File: config.mk
export PLATFORM = sky130hd
export DESIGN_NAME = vending_mech_flat
export DESIGN_NICKNAME = d
export VERILOG_FILES = /design/src/rtl/vending_if.sv /design/src/rtl/vending_mech.sv /design/src/flat_wrapper.sv
export SDC_FILE = /design/constraint.sdc
export NUM_CORES = 1
export LEC_CHECK = 0
export CORE_UTILIZATION = 57
export DETAILED_ROUTE_END_ITERATION = 12
export DONT_BUFFER_PORTS = 1
export PLACE_DENSITY = 0.84
export RECOVER_POWER = 25
export SYNTH_ARGS = -nofsm -noshare
export SYNTH_HDL_FRONTEND = slang
export SYNTH_SLANG_ARGS = --single-unit
File: constraint.sdc
create_clock -name clk -period 2.1 [get_ports clk]
set_input_delay 0.63 -clock clk [delete_from_list [all_inputs] [get_ports clk]]
set_output_delay 0.63 -clock clk [all_outputs]
set_load 0.05 [all_outputs]
File: src/rtl/vending_if.sv
// vending_if -- request/stock/status bundle of the vending mechanism.
//   master : drives serve/change requests, refill data and error clear.
//   slave  : the mechanism; returns done pulses, stock levels, empty flags
//            and sticky error bits.
// With VENDING_MECH_STATS_EN defined, two 16-bit delivery counters are
// added to the bundle (stat_cans_r, stat_dimes_r).
interface vending_if #(
  parameter int STOCK_W = 8
);
  logic               serve_emit_irn_bru;
  logic               change_emit_dime;
  logic               refill_vld;
  logic [STOCK_W-1:0] refill_cans;
  logic [STOCK_W-1:0] refill_dimes;
  logic               err_clr;
  logic               serve_done_r;
  logic               change_done_r;
  logic [STOCK_W-1:0] cans_r;
  logic [STOCK_W-1:0] dimes_r;
  logic               cans_empty_r;
  logic               dimes_empty_r;
  logic [3:0]         err_r;
`ifdef VENDING_MECH_STATS_EN
  logic [15:0]        stat_cans_r;
  logic [15:0]        stat_dimes_r;
`endif

  modport master (
    output serve_emit_irn_bru, change_emit_dime, refill_vld,
           refill_cans, refill_dimes, err_clr,
    input  serve_done_r, change_done_r, cans_r, dimes_r,
           cans_empty_r, dimes_empty_r, err_r
`ifdef VENDING_MECH_STATS_EN
    , input stat_cans_r, stat_dimes_r
`endif
  );

  modport slave (
    input  serve_emit_irn_bru, change_emit_dime, refill_vld,
           refill_cans, refill_dimes, err_clr,
    output serve_done_r, change_done_r, cans_r, dimes_r,
           cans_empty_r, dimes_empty_r, err_r
`ifdef VENDING_MECH_STATS_EN
    , output stat_cans_r, stat_dimes_r
`endif
  );
endinterface

File: src/rtl/vending_mech.sv
// vending_mech -- can dispenser / dime changer with stock tracking.
// Two independent IDLE/BUSY/DONE channels (serve, change). A request
// sampled in cycle T gives a one-cycle done pulse in cycle T+LAT. While a
// channel is in DONE its stock counter decrements (never below 0); a DONE
// at zero stock still pulses but sets the sticky empty error. Requests
// arriving while a channel is BUSY/DONE are dropped and flagged as overrun.
// Ports: clk, rst (async, active-high), bus (vending_if.slave).
// Parameters: SERVE_LAT, CHANGE_LAT (1..15), STOCK_W.
// Optional: define VENDING_MECH_STATS_EN for saturating delivery counters.
module vending_mech #(
  parameter int SERVE_LAT  = 4,
  parameter int CHANGE_LAT = 2,
  parameter int STOCK_W    = 8
) (
  input logic       clk,
  input logic       rst,
  vending_if.slave  bus
);

  typedef enum logic [1:0] {IDLE = 2'd0, BUSY = 2'd1, DONE = 2'd2} ch_state_t;

  localparam logic [3:0]         S_LOAD = 4'(SERVE_LAT - 1);
  localparam logic [3:0]         C_LOAD = 4'(CHANGE_LAT - 1);
  localparam logic [STOCK_W-1:0] ONE    = STOCK_W'(1);

  ch_state_t          s_state_q, s_state_d, c_state_q, c_state_d;
  logic [3:0]         s_tmr_q, s_tmr_d, c_tmr_q, c_tmr_d;
  logic               s_done_q, c_done_q;
  logic               s_ovr, c_ovr;
  logic               s_fire, c_fire, s_dry, c_dry;
  logic [STOCK_W-1:0] cans_q, cans_d, dimes_q, dimes_d;
  logic               cans_empty_q, dimes_empty_q;
  logic [3:0]         err_q, err_d;

  // Channel next-state. Timer counts down from LAT-1; the cycle it would
  // reach 0 is the transition into DONE, which lands done in cycle T+LAT.
  always_comb begin
    s_state_d = s_state_q;
    s_tmr_d   = s_tmr_q;
    s_ovr     = 1'b0;
    case (s_state_q)
      IDLE: if (bus.serve_emit_irn_bru) begin
        if (SERVE_LAT == 1) begin
          s_state_d = DONE;
        end else begin
          s_state_d = BUSY;
          s_tmr_d   = S_LOAD;
        end
      end
      BUSY: begin
        s_ovr   = bus.serve_emit_irn_bru;
        s_tmr_d = s_tmr_q - 4'd1;
        if (s_tmr_q == 4'd1) s_state_d = DONE;
      end
      DONE: begin
        s_ovr     = bus.serve_emit_irn_bru;
        s_state_d = IDLE;
      end
      default: s_state_d = IDLE;
    endcase
  end

  always_comb begin
    c_state_d = c_state_q;
    c_tmr_d   = c_tmr_q;
    c_ovr     = 1'b0;
    case (c_state_q)
      IDLE: if (bus.change_emit_dime) begin
        if (CHANGE_LAT == 1) begin
          c_state_d = DONE;
        end else begin
          c_state_d = BUSY;
          c_tmr_d   = C_LOAD;
        end
      end
      BUSY: begin
        c_ovr   = bus.change_emit_dime;
        c_tmr_d = c_tmr_q - 4'd1;
        if (c_tmr_q == 4'd1) c_state_d = DONE;
      end
      DONE: begin
        c_ovr     = bus.change_emit_dime;
        c_state_d = IDLE;
      end
      default: c_state_d = IDLE;
    endcase
  end

  // Stock update: refill wins over the DONE-cycle decrement; a DONE at
  // zero stock leaves the counter at 0 and raises the empty error.
  always_comb begin
    s_fire  = (s_state_q == DONE);
    c_fire  = (c_state_q == DONE);
    s_dry   = s_fire && (cans_q == '0);
    c_dry   = c_fire && (dimes_q == '0);
    cans_d  = cans_q;
    dimes_d = dimes_q;
    if (bus.refill_vld) begin
      cans_d  = bus.refill_cans;
      dimes_d = bus.refill_dimes;
    end else begin
      if (s_fire && !s_dry) cans_d  = cans_q - ONE;
      if (c_fire && !c_dry) dimes_d = dimes_q - ONE;
    end
    // New error events are OR-ed after the clear so a same-cycle set wins.
    err_d = (bus.err_clr ? 4'b0000 : err_q) | {c_ovr, s_ovr, c_dry, s_dry};
  end

  always_ff @(posedge clk or posedge rst) begin
    if (rst) begin
      s_state_q     <= IDLE;
      c_state_q     <= IDLE;
      s_tmr_q       <= 4'd0;
      c_tmr_q       <= 4'd0;
      s_done_q      <= 1'b0;
      c_done_q      <= 1'b0;
      cans_q        <= '0;
      dimes_q       <= '0;
      cans_empty_q  <= 1'b1;
      dimes_empty_q <= 1'b1;
      err_q         <= 4'b0000;
    end else begin
      s_state_q     <= s_state_d;
      c_state_q     <= c_state_d;
      s_tmr_q       <= s_tmr_d;
      c_tmr_q       <= c_tmr_d;
      s_done_q      <= (s_state_d == DONE);
      c_done_q      <= (c_state_d == DONE);
      cans_q        <= cans_d;
      dimes_q       <= dimes_d;
      cans_empty_q  <= (cans_d == '0);
      dimes_empty_q <= (dimes_d == '0);
      err_q         <= err_d;
    end
  end

  assign bus.serve_done_r  = s_done_q;
  assign bus.change_done_r = c_done_q;
  assign bus.cans_r        = cans_q;
  assign bus.dimes_r       = dimes_q;
  assign bus.cans_empty_r  = cans_empty_q;
  assign bus.dimes_empty_r = dimes_empty_q;
  assign bus.err_r         = err_q;

`ifdef VENDING_MECH_STATS_EN
  function automatic logic [15:0] sat_inc(input logic [15:0] v);
    return (v == 16'hFFFF) ? v : v + 16'd1;
  endfunction

  logic [15:0] stat_c_q, stat_d_q;

  always_ff @(posedge clk or posedge rst) begin
    if (rst) begin
      stat_c_q <= 16'd0;
      stat_d_q <= 16'd0;
    end else begin
      if (s_fire && !s_dry) stat_c_q <= sat_inc(stat_c_q);
      if (c_fire && !c_dry) stat_d_q <= sat_inc(stat_d_q);
    end
  end

  assign bus.stat_cans_r  = stat_c_q;
  assign bus.stat_dimes_r = stat_d_q;
`endif

endmodule

File: src/flat_wrapper.sv
// flat-port wrapper written by rule: the top's interface ports become plain ports
module vending_mech_flat 
#(
  parameter int SERVE_LAT  = 4,
  parameter int CHANGE_LAT = 2,
  parameter int STOCK_W    = 8
)
  (clk, rst, bus_serve_emit_irn_bru, bus_change_emit_dime, bus_refill_vld, bus_refill_cans, bus_refill_dimes, bus_err_clr, bus_serve_done_r, bus_change_done_r, bus_cans_r, bus_dimes_r, bus_cans_empty_r, bus_dimes_empty_r, bus_err_r);
  vending_if #(.STOCK_W(STOCK_W)) bus_i ();
  input logic clk;
  input logic rst;
  input wire logic [$bits(bus_i.serve_emit_irn_bru)-1:0] bus_serve_emit_irn_bru;
  input wire logic [$bits(bus_i.change_emit_dime)-1:0] bus_change_emit_dime;
  input wire logic [$bits(bus_i.refill_vld)-1:0] bus_refill_vld;
  input wire logic [$bits(bus_i.refill_cans)-1:0] bus_refill_cans;
  input wire logic [$bits(bus_i.refill_dimes)-1:0] bus_refill_dimes;
  input wire logic [$bits(bus_i.err_clr)-1:0] bus_err_clr;
  output wire logic [$bits(bus_i.serve_done_r)-1:0] bus_serve_done_r;
  output wire logic [$bits(bus_i.change_done_r)-1:0] bus_change_done_r;
  output wire logic [$bits(bus_i.cans_r)-1:0] bus_cans_r;
  output wire logic [$bits(bus_i.dimes_r)-1:0] bus_dimes_r;
  output wire logic [$bits(bus_i.cans_empty_r)-1:0] bus_cans_empty_r;
  output wire logic [$bits(bus_i.dimes_empty_r)-1:0] bus_dimes_empty_r;
  output wire logic [$bits(bus_i.err_r)-1:0] bus_err_r;
  assign bus_i.serve_emit_irn_bru = bus_serve_emit_irn_bru;
  assign bus_i.change_emit_dime = bus_change_emit_dime;
  assign bus_i.refill_vld = bus_refill_vld;
  assign bus_i.refill_cans = bus_refill_cans;
  assign bus_i.refill_dimes = bus_refill_dimes;
  assign bus_i.err_clr = bus_err_clr;
  assign bus_serve_done_r = bus_i.serve_done_r;
  assign bus_change_done_r = bus_i.change_done_r;
  assign bus_cans_r = bus_i.cans_r;
  assign bus_dimes_r = bus_i.dimes_r;
  assign bus_cans_empty_r = bus_i.cans_empty_r;
  assign bus_dimes_empty_r = bus_i.dimes_empty_r;
  assign bus_err_r = bus_i.err_r;
  vending_mech #(.SERVE_LAT(SERVE_LAT), .CHANGE_LAT(CHANGE_LAT), .STOCK_W(STOCK_W)) u_core (.clk(clk), .rst(rst), .bus(bus_i));
endmodule
After elaboration in Yosys (flattened, before gate mapping)
Index checks and enable logic that the tools add are counted.
Word-level totals
  register bits after elaboration: 36
  input bits: 22
  logic and storage cells: 61
  output and inout port bits: 24
Cells by class
  $add $sub $neg: 4
  muxes and demuxes: 17
  eq/ne operators: 10
  bitwise operators: 1
  reductions and logical operators: 18
Operators by type and width (number)
  logical NOT 8 bit: 4
  two-way mux 8 bit: 4
  one-hot mux 4 bit (2 select lines): 2
  subtractor 8 x 1 -> 8 bit (second input constant): 2
  two-way mux 4 bit: 3
  equality test 2 bit (second input constant): 4
  equality test 4 x 1 -> 1 bit (second input constant): 2
  two-way mux 2 bit: 4
  one-hot mux 2 bit (2 select lines): 2
  subtractor 4 x 1 -> 4 bit (second input constant): 2
  equality test 2 x 1 -> 1 bit (second input constant): 2
  logical AND 1 bit: 4
  logical NOT 2 bit: 2
  != test 2 bit (second input constant): 2
  OR 4 bit: 1
  AND reduction 2 bit: 2
  nonzero test 2 bit: 2
  OR reduction 2 bit: 2
  logical NOT 1 bit: 2
  two-way mux 1 bit: 2

Depth between registers and ports, before layout
Gate-level depths: netlist of the first run.
  depth after elaboration: 7
  gate-level depth with buffers: 8
  depth with buffers taken out: 7

Worst setup path before layout of the first run
Ideal clock, no wire load.
  kind: register -> register
  start point: reg u_core.dimes_q[0] (netlist: u_core.bus.dimes_r[0])
  end point: reg u_core.dimes_empty_q (netlist: u_core.bus.dimes_empty_r)
  cell stages (with the launch flop): 8
  data required time: 2004 ps
  slack: -271 ps
  setup time: 96 ps
  clock period less this slack: 2371 ps
  arrival: 2274 ps
  buffers on the path: 0
  cell sequence: dfrtp_1 -> inv_1 -> ha_1 -> nor4b_1 -> a2111oi_0 -> a221oi_1 -> o211ai_1 -> nor4_1
Between the ends
  word-level cells in the longest chain between the ends: 7
  elaborated cells between the ends (all ways): 8
  classes of those cells: add/sub: 1; mux: 2; reduce/logical: 5
RTL lines
  start: declaration: line vending_mech.sv:31  | logic [STOCK_W-1:0] cans_q, cans_d, dimes_q, dimes_d;
  start signal: assignment: line vending_mech.sv:130  | dimes_q <= dimes_d;
  branches (longest 4 deep; another with subtractor 8 x 1 -> 8 bit)
  two-way mux 8 bit (*): line vending_mech.sv:103  | if (c_fire && !c_dry) dimes_d = dimes_q - ONE;
  two-way mux 8 bit (*): line vending_mech.sv:98  | if (bus.refill_vld) begin
  logical NOT 8 bit (*): line vending_mech.sv:132  | dimes_empty_q <= (dimes_d == '0);
  end signal: assignment: line vending_mech.sv:132
  end: declaration: line vending_mech.sv:32  | logic cans_empty_q, dimes_empty_q;
Mark *: on every way between the ends.
A chain may end at the register's enable or synchronous reset.

Worst setup path after layout of the first run
  start point: reg u_core.s_state_q[0]
  end point: reg u_core.cans_empty_q (netlist: u_core.bus.cans_empty_r)
Between the ends
  word-level cells in the longest chain between the ends: 7
RTL lines
  start: declaration: line vending_mech.sv:26  | ch_state_t s_state_q, s_state_d, c_state_q, c_state_d;
  start signal: assignment: line vending_mech.sv:123  | s_state_q <= s_state_d;
  equality test 2 bit (*): line vending_mech.sv:92  | s_fire = (s_state_q == DONE);
  logical AND 1 bit: line vending_mech.sv:94  | s_dry = s_fire && (cans_q == '0);
  logical NOT 1 bit: line vending_mech.sv:102  | if (s_fire && !s_dry) cans_d = cans_q - ONE;
  logical AND 1 bit (*): line vending_mech.sv:102
  two-way mux 8 bit (*): line vending_mech.sv:102
  two-way mux 8 bit (*): line vending_mech.sv:98
  logical NOT 8 bit (*): line vending_mech.sv:131  | cans_empty_q <= (cans_d == '0);
  end signal: assignment: line vending_mech.sv:131
  end: declaration: line vending_mech.sv:32
Every way passes the cells marked *; elsewhere a longest branch is shown, timed or not.

==> reports/metrics.cfg, run 1 <==
[grt]
grt_pass1_wl_microns = 8420
grt_pass1_vias = 1797
grtUsageTotal = 0.280
grt_overflow = 0
grt_max_degree = 38
antenna_found_initial = 0

[final_layout]
fin_cells = 319
nFillCells = 253
antenna_cells = 0
nets = 308
final_core_util = 0.770
fin_area_sq_um = 2670
area_growth_pct = 25.0
drive_gt1_frac = 0.275

[placement]
dp_hpwl_microns = 3480
portBuffers = 0
routabilityCongestion = 0.851
dpl.cell_count = 304
placed_cell_area_sq_um = 2420
pre_cts_slack_ns = -0.130

[drt]
num_vias = 1905
drt-initial-drc-count = 115
antenna_left = 0
drt_pass1_iterations = 4
drc = 0
post_drt_wl_per_cell_microns = 16.5
viasPerCell = 5.97
wl_microns = 5270

[timing]
fin_crit_sh = 1.03
setup_viol = 1
rsz0062_at_grt = true
finalCriticalPeriod_ns = 2.17
worst_clock_skew_ns = 0.00525
tightestPinTransition_ns = 0.871
max_freq_mhz = 461
slew_headroom = 0.419
drv_slew = 0
hold_viol_final = 0
fin_ws_ns = -0.0706

[yosys]
synthesis.nets = 269
synthArstFlopShare = 1.00
synth_flop_cell = dfrtp_1
synth_edf_count = 0
syn_area_per_cell_sq_um = 9.17
synth_seq_cells = 36
synth_warnings = 0
synth_area_sq_um = 2140
synthCells = 233
ys_types = 50
seq_area_frac_synth = 0.423

[worst_setup_path]
arrival_ns = 2.38
r2r_end = u_core.bus.cans_empty_r$_DFF_PP1_
required_ns = 2.31
critPathLaunchType = register
timing_worst_setup_path_type = reg2reg
cp-endpoint = u_core.bus.cans_empty_r$_DFF_PP1_
r2r_slack_ns = -0.07
r2r_cells = 7
crit_fanout = 3
timing.rr.start = u_core.s_state_q[0]$_DFF_PP0_
end_kind = register
critPathLaunch = u_core.s_state_q[0]$_DFF_PP0_

[status]
violations = negative setup slack
status = complete, but fails checks

[cts]
cts-buffers-inserted = 5
numClockSinks = 36
clk_pin_slew_ns = 0.07
clk_root_buffer_cell = clkbuf_8
ctsHoldBuffers = 0
h-tree-depth = 2
max-clock-path-buffers = 2
clk_latency_ns = 0.29
cts_tree = built

[die]
rows = 21
die_h_microns = 63.2
initial_core_util = 0.616
io_pins = 46
die_x_microns = 63.2
die_area_sq_um = 4000
core_area_sq_um = 3470

[min_path]
worst_hold_path_type = in2reg

[flow_run]
cap_violations = 0

[power_and_ir_drop]
power.density_nw_per_um2 = 1150
p_leak_nw = 1.20
p_total_w = 0.00308
peakVddDrop_uv = 935

## through the flow
step | TNS (ns) | hold slack [ns]
5_1_grt | -0.168 | 0.418
6_report | -0.0706 | 0.424
3_3_place_gp | -0.0397 | 0.516
3_5_place_dp | -0.255 | 0.530
4_1_cts | -0.0409 | 0.333
2_1_floorplan | -0.0775 | 0.497
## synth_stat cells (3+ instances only)
master,instances,area (sq um)
nand3_1,3,15.0
a21oi_1,16,80.1
nor2b_1,5,31.3
a31oi_1,3,18.8
a211o_1,3,26.3
nor4_1,4,25.0
ha_1,14,175
o211ai_1,3,22.5
mux2i_1,6,60.1
nand2_1,19,71.3
nor3_1,7,35.0
or3_1,3,18.8
o21ai_0,17,85.1
o31ai_1,3,22.5
a211oi_1,3,22.5
clkbuf_1,4,15.0
nor2_1,12,45.0
inv_1,31,116
dfrtp_1,34,851
nand2b_1,5,31.3
## how the worst min path moves through the flow
stage	startpoint	to	slack (ns)	cells past startpoint
5_1_grt	bus_err_clr	u_core.bus.err_r[2]$_DFF_PP0_	0.42	1
3_5_place_dp	u_core.s_tmr_q[3]$_DFFE_PP0P_	u_core.s_tmr_q[3]$_DFFE_PP0P_	0.53	1
3_3_place_gp	u_core.s_tmr_q[3]$_DFFE_PP0P_	u_core.s_tmr_q[3]$_DFFE_PP0P_	0.52	1
4_1_cts	rst	u_core.bus.dimes_r[7]$_DFF_PP0_	0.33	2
6_report	bus_err_clr	u_core.bus.err_r[2]$_DFF_PP0_	0.42	1
2_1_floorplan	u_core.s_tmr_q[3]$_DFFE_PP0P_	u_core.s_tmr_q[3]$_DFFE_PP0P_	0.50	1
## timing repair
item                       CTS  global route
buffers inserted             6             1
setup endpoints to repair    2             7
pin swaps                    1             3
resized for setup            6            12
## flip-flops by register name, indices dropped and copies added, names as in the netlist
signal                    flops
u_core.c_state_q              2
u_core.s_tmr_q                4
u_core.bus.cans_r             8
u_core.s_state_q              2
u_core.bus.err_r              4
u_core.bus.change_done_r      1
u_core.bus.serve_done_r       1
u_core.bus.cans_empty_r       1
u_core.c_tmr_q                4
u_core.bus.dimes_r            8
u_core.bus.dimes_empty_r      1
## area by class of cell
| class | instances | area (sq um) | share of cell area |
|---|---|---|---|
| inverters | 31 | 116 | 0.0436 |
| flip-flops and latches | 36 | 910 | 0.341 |
| clock buffers | 8 | 100 | 0.0375 |
| well taps | 46 | 57.6 | 0.0215 |
| multi-input cells | 160 | 1200 | 0.451 |
| repair buffers | 38 | 283 | 0.106 |
## worst max-delay path: stages (launching register included)
cell and delay (ns):
dfrtp_1 0.39, inv_2 0.08, ha_4 0.13, or4b_4 0.48
or3_4 0.36, a221oi_4 0.32, o2111ai_2 0.17, nor4_2 0.15
## placed cells by master, fill, tap and decap left out, drive strengths merged, types with 2 or more instances in the layout
master  count
buf        37
dfrtp      34
inv        31
nand2      19
o21ai      17
a21oi      16
ha         14
nor2       12
clkbuf      9
nor3        7
mux2i       6
nor2b       5
nand2b      5
nor4        5
a31oi       3
o31ai       3
a211o       3
o211ai      3
nor4b       3
nand3       3
or3         3
a211oi      3
a221oi      3
xnor2       2
and3        2
a32oi       2
a22o        2
a22oi       2
dfstp       2
## where the power goes
group	leakage [nW]	internal (W)	switching (W)
logic	0.710	0.000595	0.000800
registers	0.434	0.000863	0.000280
clock network	0.0515	0.000299	0.000247
## per-layer routing
layer | track usage | up-vias | wire length, microns
met4 | 0.114 | 0 | 112
met3 | 0.0870 | 10 | 274
met5 | 0 | - | 0
met2 | 0.465 | 60 | 2660
li1 | - | 907 | -
met1 | 0.336 | 928 | 2230
## cell families after synthesis
family,count (synthesis),synth area share
muxes,7,0.0334
AOI/OAI and AO/OA,66,0.205
DFF,36,0.423
and+or+nand+nor,70,0.179
xor gates and xnor gates,3,0.0123
buffers and inverters,37,0.0656
adders and majority gates,14,0.0820
No activity file was read; power rests on OpenSTA's default activity.
==> run 2, diff against run 1 <==
--- a/config.mk
+++ b/config.mk
@@ -5,10 +5,10 @@
 export SDC_FILE = /design/constraint.sdc
 export NUM_CORES = 1
 export LEC_CHECK = 0
-export CORE_UTILIZATION = 57
+export CORE_UTILIZATION = 60
 export DETAILED_ROUTE_END_ITERATION = 12
 export DONT_BUFFER_PORTS = 1
-export PLACE_DENSITY = 0.84
+export PLACE_DENSITY = 0.85
 export RECOVER_POWER = 25
 export SYNTH_ARGS = -nofsm -noshare
 export SYNTH_HDL_FRONTEND = slang
==> constraint.sdc (replaced) <==
create_clock -name clk -period 2.27 [get_ports clk]
set_input_delay 0.681 -clock clk [delete_from_list [all_inputs] [get_ports clk]]
set_output_delay 0.681 -clock clk [all_outputs]
set_load 0.05 [all_outputs]
==> run 2 against run 1 <==
The run now ends clean. Count of clock-buffer cells in the layout decreased by 2. Clock skew increased by 0.011 ns. Utilization decreased by 2.3 points. Total power decreased by 18%. Critical endpoint is now u_core.bus.dimes_empty_r$_DFF_PP1_. Largest cell class unchanged.
==> reports/metrics.cfg, run 2 (synthesized netlist as in run 1, its figures left out) <==
[drt]
antenna_left = 0  ; unchanged
viasPerCell = 5.93  ; was 5.97
drt_pass1_iterations = 4  ; unchanged
wl_microns = 4750  ; was 5270 microns
drc = 0  ; unchanged
post_drt_wl_per_cell_microns = 15.4  ; was 16.5 microns
drt-initial-drc-count = 114  ; was 115
num_vias = 1832  ; was 1905

[flow_run]
cap_violations = 0  ; unchanged

[die]
die_area_sq_um = 3800  ; was 4000 sq um
io_pins = 46  ; unchanged
rows = 21  ; unchanged
die_x_microns = 61.7  ; was 63.2 microns
die_h_microns = 61.7  ; was 63.2 microns
initial_core_util = 0.635  ; was 0.616
core_area_sq_um = 3360  ; was 3470 sq um

[cts]
clk_latency_ns = 0.37  ; was 0.29 ns
ctsHoldBuffers = 0  ; unchanged
clk_root_buffer_cell = clkbuf_4  ; was clkbuf_8
clk_pin_slew_ns = 0.12  ; was 0.07 ns
cts_tree = built  ; unchanged
cts-buffers-inserted = 5  ; unchanged
max-clock-path-buffers = 2  ; unchanged
numClockSinks = 36  ; unchanged
h-tree-depth = 2  ; unchanged

[grt]
grtUsageTotal = 0.265  ; was 0.280
grt_pass1_wl_microns = 7270  ; was 8420 microns
antenna_found_initial = 0  ; unchanged
grt_pass1_vias = 1669  ; was 1797
grt_max_degree = 38  ; unchanged
grt_overflow = 0  ; unchanged

[final_layout]
multi_input_area_sq_um = 1170  ; was 1200 sq um
fin_area_sq_um = 2510  ; was 2670 sq um
seq_area_sq_um = 905  ; was 910 sq um
layout_common_cells = 33 x dfrtp_1, 30 x inv_1, 27 x buf_4, 19 x nand2_1, 17 x o21ai_0  ; was 37 x buf_4, 29 x inv_1, 29 x dfrtp_1, 19 x nand2_1, 16 x o21ai_0
nets = 298  ; was 308
area_growth_pct = 17.6  ; was 25.0%
layout_commonest_cell = dfrtp_1  ; was buf_4
antenna_cells = 0  ; unchanged
nFillCells = 263  ; was 253
drive_gt1_frac = 0.202  ; was 0.275

[worst_setup_path]
end_kind = register  ; unchanged
r2r_end = u_core.bus.dimes_empty_r$_DFF_PP1_  ; was u_core.bus.cans_empty_r$_DFF_PP1_
r2r_slack_ns = 0.11  ; was -0.07 ns
critPathLaunchType = register  ; unchanged
arrival_ns = 2.43  ; was 2.38 ns
crit_fanout = 4  ; was 3
r2r_cells = 7  ; unchanged
timing.rr.start = u_core.c_state_q[0]$_DFF_PP0_  ; was u_core.s_state_q[0]$_DFF_PP0_
timing_worst_setup_path_type = reg2reg  ; unchanged
required_ns = 2.54  ; was 2.31 ns

[timing]
max_freq_mhz = 462  ; was 461 MHz
hold_viol_final = 0  ; unchanged
slew_headroom = 0.419  ; about the same
setup_viol = 0  ; was 1
worst_clock_skew_ns = 0.0165  ; was 0.00525 ns
finalCriticalPeriod_ns = 2.16  ; was 2.17 ns
fin_crit_sh = 0.953  ; was 1.03
tightestPinTransition_ns = 0.871  ; about the same
drv_slew = 0  ; unchanged
tns_ns = 0  ; was -0.0706 ns

[min_path]
worst_hold_path_type = in2reg  ; unchanged
holdPathStages = 1  ; unchanged
hp-start = bus_err_clr  ; unchanged
hold_end = u_core.bus.err_r[1]$_DFF_PP0_  ; was u_core.bus.err_r[2]$_DFF_PP0_

[power_and_ir_drop]
peakVddDrop_uv = 688  ; was 935 uV
power.density_nw_per_um2 = 1010  ; was 1150 nW/um^2
p_leak_nw = 1.14  ; was 1.20 nW

[placement]
placed_cell_area_sq_um = 2370  ; was 2420 sq um
portBuffers = 0  ; unchanged
dp_hpwl_microns = 3420  ; was 3480 microns
routabilityCongestion = 0.916  ; was 0.851

[status]
status = complete, no violations  ; was complete, but fails checks

-- run 2: cell types whose count changed in the layout (fill, tap and decap cells not counted), sizes merged --
cell    before  now
clkbuf       9    7
buf         37   27
clkinv       0    2
-- run 2: timing repair --
action | CTS | global route
resized for setup | 0 | 12
endpoints found under the setup margin | 0 | 2
setup buffers | 0 | 3
-- run 2: worst max path at each step --
stage | to | from | cells after the start | slack, ns
3_5_place_dp | u_core.bus.dimes_empty_r$_DFF_PP1_ | u_core.c_state_q[0]$_DFF_PP0_ | 7 | 0.07
4_1_cts | u_core.bus.dimes_empty_r$_DFF_PP1_ | u_core.c_state_q[0]$_DFF_PP0_ | 7 | 0.05
3_3_place_gp | u_core.bus.dimes_empty_r$_DFF_PP1_ | u_core.c_state_q[0]$_DFF_PP0_ | 7 | 0.16
5_1_grt | u_core.bus.cans_empty_r$_DFF_PP1_ | u_core.s_state_q[0]$_DFF_PP0_ | 8 | -0.008
6_report | u_core.bus.dimes_empty_r$_DFF_PP1_ | u_core.c_state_q[0]$_DFF_PP0_ | 7 | 0.11
2_1_floorplan | u_core.bus.dimes_empty_r$_DFF_PP1_ | u_core.bus.dimes_r[0]$_DFF_PP0_ | 7 | -0.01
-- run 2: routing by layer --
layer	up-vias	global-route usage	share of wire	wire, microns
met5	-	0	0	0
met3	9	0.0966	0.075	355
li1	885	-	-	-
met4	0	0.105	0.016	74
met2	58	0.419	0.49	2310
met1	880	0.329	0.42	2010
-- run 2: where the power goes --
group	internal [W]	total [W]	switching (W)
sequential	0.000794	0.00105	0.000256
combinational	0.000435	0.00111	0.000675
clock	0.000147	0.000378	0.000230
-- run 2: metrics by stage --
step | hold slack [ns] | power [W] | cells | util | worst slack (ns)
2_1_floorplan | 0.497 | 0.00185 | 233 | - | -0.0114
3_3_place_gp | 0.518 | 0.00208 | 298 | 0.703 | 0.158
3_5_place_dp | 0.522 | 0.00212 | 298 | 0.703 | 0.0696
4_1_cts | 0.296 | 0.00250 | 306 | 0.722 | 0.0484
5_1_grt | 0.398 | 0.00272 | 309 | 0.747 | -0.00850
6_report | 0.400 | 0.00254 | 309 | 0.747 | 0.107
-- run 2: critical path: stages, from the launching register on --
cell      delay, ns
dfrtp_1        0.41
inv_1          0.08
ha_1           0.19
or4bb_1        0.52
o31a_1         0.27
a211oi_2       0.25
a32oi_1        0.08
nor4_1         0.28
-- run 2: final cells by class --
cell class / count / area share
sequential: 36 / 0.360
clock buffer: 6 / 0.0204
multi-input combinational: 160 / 0.464
inverter: 31 / 0.0463
clock inverter: 2 / 0.00398
timing repair buffer: 28 / 0.0826
tap: 46 / 0.0229
==> run 3, diff against run 2 <==
--- a/config.mk
+++ b/config.mk
@@ -5,10 +5,13 @@
 export SDC_FILE = /design/constraint.sdc
 export NUM_CORES = 1
 export LEC_CHECK = 0
-export CORE_UTILIZATION = 60
+export CELL_PAD_IN_SITES_DETAIL_PLACEMENT = 2
+export CELL_PAD_IN_SITES_GLOBAL_PLACEMENT = 2
+export CORE_UTILIZATION = 39
+export CTS_BUF_LIST = sky130_fd_sc_hd__clkbuf_4 sky130_fd_sc_hd__clkbuf_8
 export DETAILED_ROUTE_END_ITERATION = 12
 export DONT_BUFFER_PORTS = 1
-export PLACE_DENSITY = 0.85
+export PLACE_DENSITY = 0.89
 export RECOVER_POWER = 25
 export SYNTH_ARGS = -nofsm -noshare
 export SYNTH_HDL_FRONTEND = slang
==> run 3 against run 2 <==
First-iteration DRC count shrank 9.6%. The flow now finishes with violations (negative setup slack). Critical endpoint is now u_core.bus.cans_empty_r$_DFF_PP1_. Clock skew grew 0.0016 ns. Total power grew 22%. Non-clock buffer count grew 6. Clock power grew 64%.
==> reports/metrics.cfg, run 3 (synthesized netlist as in run 1, its figures left out) <==
[final_layout]
layout_commonest_cell = buf_4  ; was dfrtp_1
nFillCells = 548  ; was 263
fin_cells = 339  ; was 309
nets = 304  ; was 298
layout_common_cells = 33 x buf_4, 32 x dfrtp_1, 25 x inv_1, 19 x nand2_1  ; was 33 x dfrtp_1, 30 x inv_1, 27 x buf_4, 19 x nand2_1, 17 x o21ai_0
multi_input_area_sq_um = 1210  ; was 1170 sq um
seq_area_sq_um = 906  ; was 905 sq um
antenna_cells = 0  ; unchanged
area_growth_pct = 25.5  ; was 17.6%
drive_gt1_frac = 0.260  ; was 0.202

[cts]
h-tree-depth = 2  ; unchanged
clk_pin_slew_ns = 0.09  ; was 0.12 ns
cts-buffers-inserted = 5  ; unchanged
clk_root_buffer_cell = clkbuf_8  ; was clkbuf_4
numClockSinks = 36  ; unchanged
cts_tree = built  ; unchanged
max-clock-path-buffers = 2  ; unchanged
clk_latency_ns = 0.32  ; was 0.37 ns

[placement]
pre_cts_slack_ns = -0.0315  ; was 0.0696 ns
portBuffers = 0  ; unchanged
dpl.cell_count = 323  ; was 298
routabilityCongestion = 0.746  ; was 0.916
dp_hpwl_microns = 4910  ; was 3420 microns

[timing]
max_freq_mhz = 424  ; was 462 MHz
fin_crit_sh = 1.04  ; was 0.953
fin_ws_ns = -0.0909  ; was 0.107 ns
tightestPinTransition_ns = 0.952  ; was 0.871 ns
slew_headroom = 0.365  ; was 0.419
drv_slew = 0  ; unchanged
rsz0062_at_grt = true
finalCriticalPeriod_ns = 2.36  ; was 2.16 ns
worst_clock_skew_ns = 0.0182  ; was 0.0165 ns
setup_viol = 2  ; was 0
hold_viol_final = 0  ; unchanged

[grt]
grtUsageTotal = 0.296  ; was 0.265
grt_pass1_wl_microns = 12900  ; was 7270 microns
grt_max_degree = 38  ; unchanged
antenna_found_initial = 0  ; unchanged
grt_pass1_vias = 2272  ; was 1669
grt_overflow = 0  ; unchanged

[die]
core_area_sq_um = 5200  ; was 3360 sq um
rows = 26  ; was 21
io_pins = 46  ; unchanged
die_area_sq_um = 5780  ; was 3800 sq um
die_x_microns = 76.0  ; was 61.7 microns
die_h_microns = 76.0  ; was 61.7 microns
initial_core_util = 0.411  ; was 0.635

[worst_setup_path]
required_ns = 2.50  ; was 2.54 ns
timing_worst_setup_path_type = reg2reg  ; unchanged
crit_fanout = 2  ; was 4
critPathLaunchType = register  ; unchanged
end_kind = register  ; unchanged
arrival_ns = 2.59  ; was 2.43 ns
worst_path_max_delay_cell = or4b_4  ; was or4bb_1
crit_buf_inv = 1  ; unchanged
crit_path_cell_trace = inv_2 > ha_4 > or4b_4 > or3_4 > a221oi_4 > o2111ai_2 > nor4_4  ; was inv_1 > ha_1 > or4bb_1 > o31a_1 > a211oi_2 > a32oi_1 > nor4_1
slowest_delay_ns = 0.46  ; was 0.52 ns
critPathTopFamily = simple AND/OR/NAND/NOR gates  ; unchanged

[power_and_ir_drop]
peakVddDrop_uv = 589  ; was 688 uV
p_leak_nw = 1.19  ; was 1.14 nW
power.density_nw_per_um2 = 1150  ; was 1010 nW/um^2
p_total_w = 0.00309  ; was 0.00254 W

[status]
status = complete, but fails checks  ; was complete, no violations
violations = negative setup slack

[drt]
post_drt_wl_per_cell_microns = 26.2  ; was 15.4 microns
viasPerCell = 6.08  ; was 5.93
drt_pass1_iterations = 4  ; unchanged
num_vias = 2060  ; was 1832
drt-initial-drc-count = 103  ; was 114
wl_microns = 8870  ; was 4750 microns
drc = 0  ; unchanged
antenna_left = 0  ; unchanged

[flow_run]
cap_violations = 0  ; unchanged

[min_path]
worst_hold_path_type = in2reg  ; unchanged

-- run 3: cell count changes in the layout (fill, tap and decap cells not counted), sizes merged --
cell	delta
clkinv	-1
bufinv	+1
buf	+6
-- run 3: worst reg2reg max path, cell delays in order, from the launching register on --
cell       delay, ns
dfrtp_1         0.42
inv_2           0.12
ha_4            0.15
or4b_4          0.46
or3_4           0.37
a221oi_4        0.30
o2111ai_2       0.22
nor4_4          0.25
-- run 3: final timing paths --
kind,endpoint,slack [ns],from,cells after the start
setup / recovery,u_core.bus.cans_empty_r$_DFF_PP1_,-0.09,u_core.s_state_q[0]$_DFF_PP0_,7
hold / removal,u_core.bus.dimes_r[6]$_DFF_PP0_,0.45,bus_refill_vld,1
setup reg to reg,u_core.bus.cans_empty_r$_DFF_PP1_,-0.09,u_core.s_state_q[0]$_DFF_PP0_,7
hold reg to reg,u_core.s_tmr_q[3]$_DFFE_PP0P_,0.56,u_core.s_tmr_q[3]$_DFFE_PP0P_,1
max in group asynchronous,u_core.bus.dimes_r[1]$_DFF_PP0_,1.08,rst,2
min in group asynchronous,u_core.bus.cans_r[1]$_DFF_PP0_,0.53,rst,2
-- run 3: cell type report --
type | instances | area share
clock buffer | 6 | 0.0285
timing repair buffer | 34 | 0.0943
multi-input combinational | 160 | 0.450
inverter | 31 | 0.0434
clock inverter | 2 | 0.0131
tap | 70 | 0.0327
sequential | 36 | 0.338
-- run 3: routing by layer --
layer  routed length (microns)  track usage
met1                      3560        0.363
met2                      4450        0.499
met3                       456       0.0802
met4                       400        0.110
met5                         0            0
-- run 3: where the power goes --
group / internal, W / switching (W)
Clock: 0.000339 / 0.000282
Sequential: 0.000796 / 0.000296
Combinational: 0.000495 / 0.000883
Total: 0.00163 / 0.00146
-- run 3: timing repair --
action                     4_1_cts  5_1_grt
pin swaps                        1        7
setup endpoints to repair        2        2
setup buffers                    1        7
gates resized for setup          5       21
hold buffers                     0        0
-- run 3: per-stage QoR --
stage | cell area, sq um | setup TNS [ns] | utilization | hold WS (ns)
2_1_floorplan | 2140 | -0.0114 | - | 0.497
3_3_place_gp | 2400 | 0 | 0.462 | 0.514
3_5_place_dp | 2400 | -0.0315 | 0.462 | 0.549
4_1_cts | 2550 | -0.0204 | 0.491 | 0.391
5_1_grt | 2680 | -0.202 | 0.515 | 0.451
6_report | 2680 | -0.110 | 0.515 | 0.452
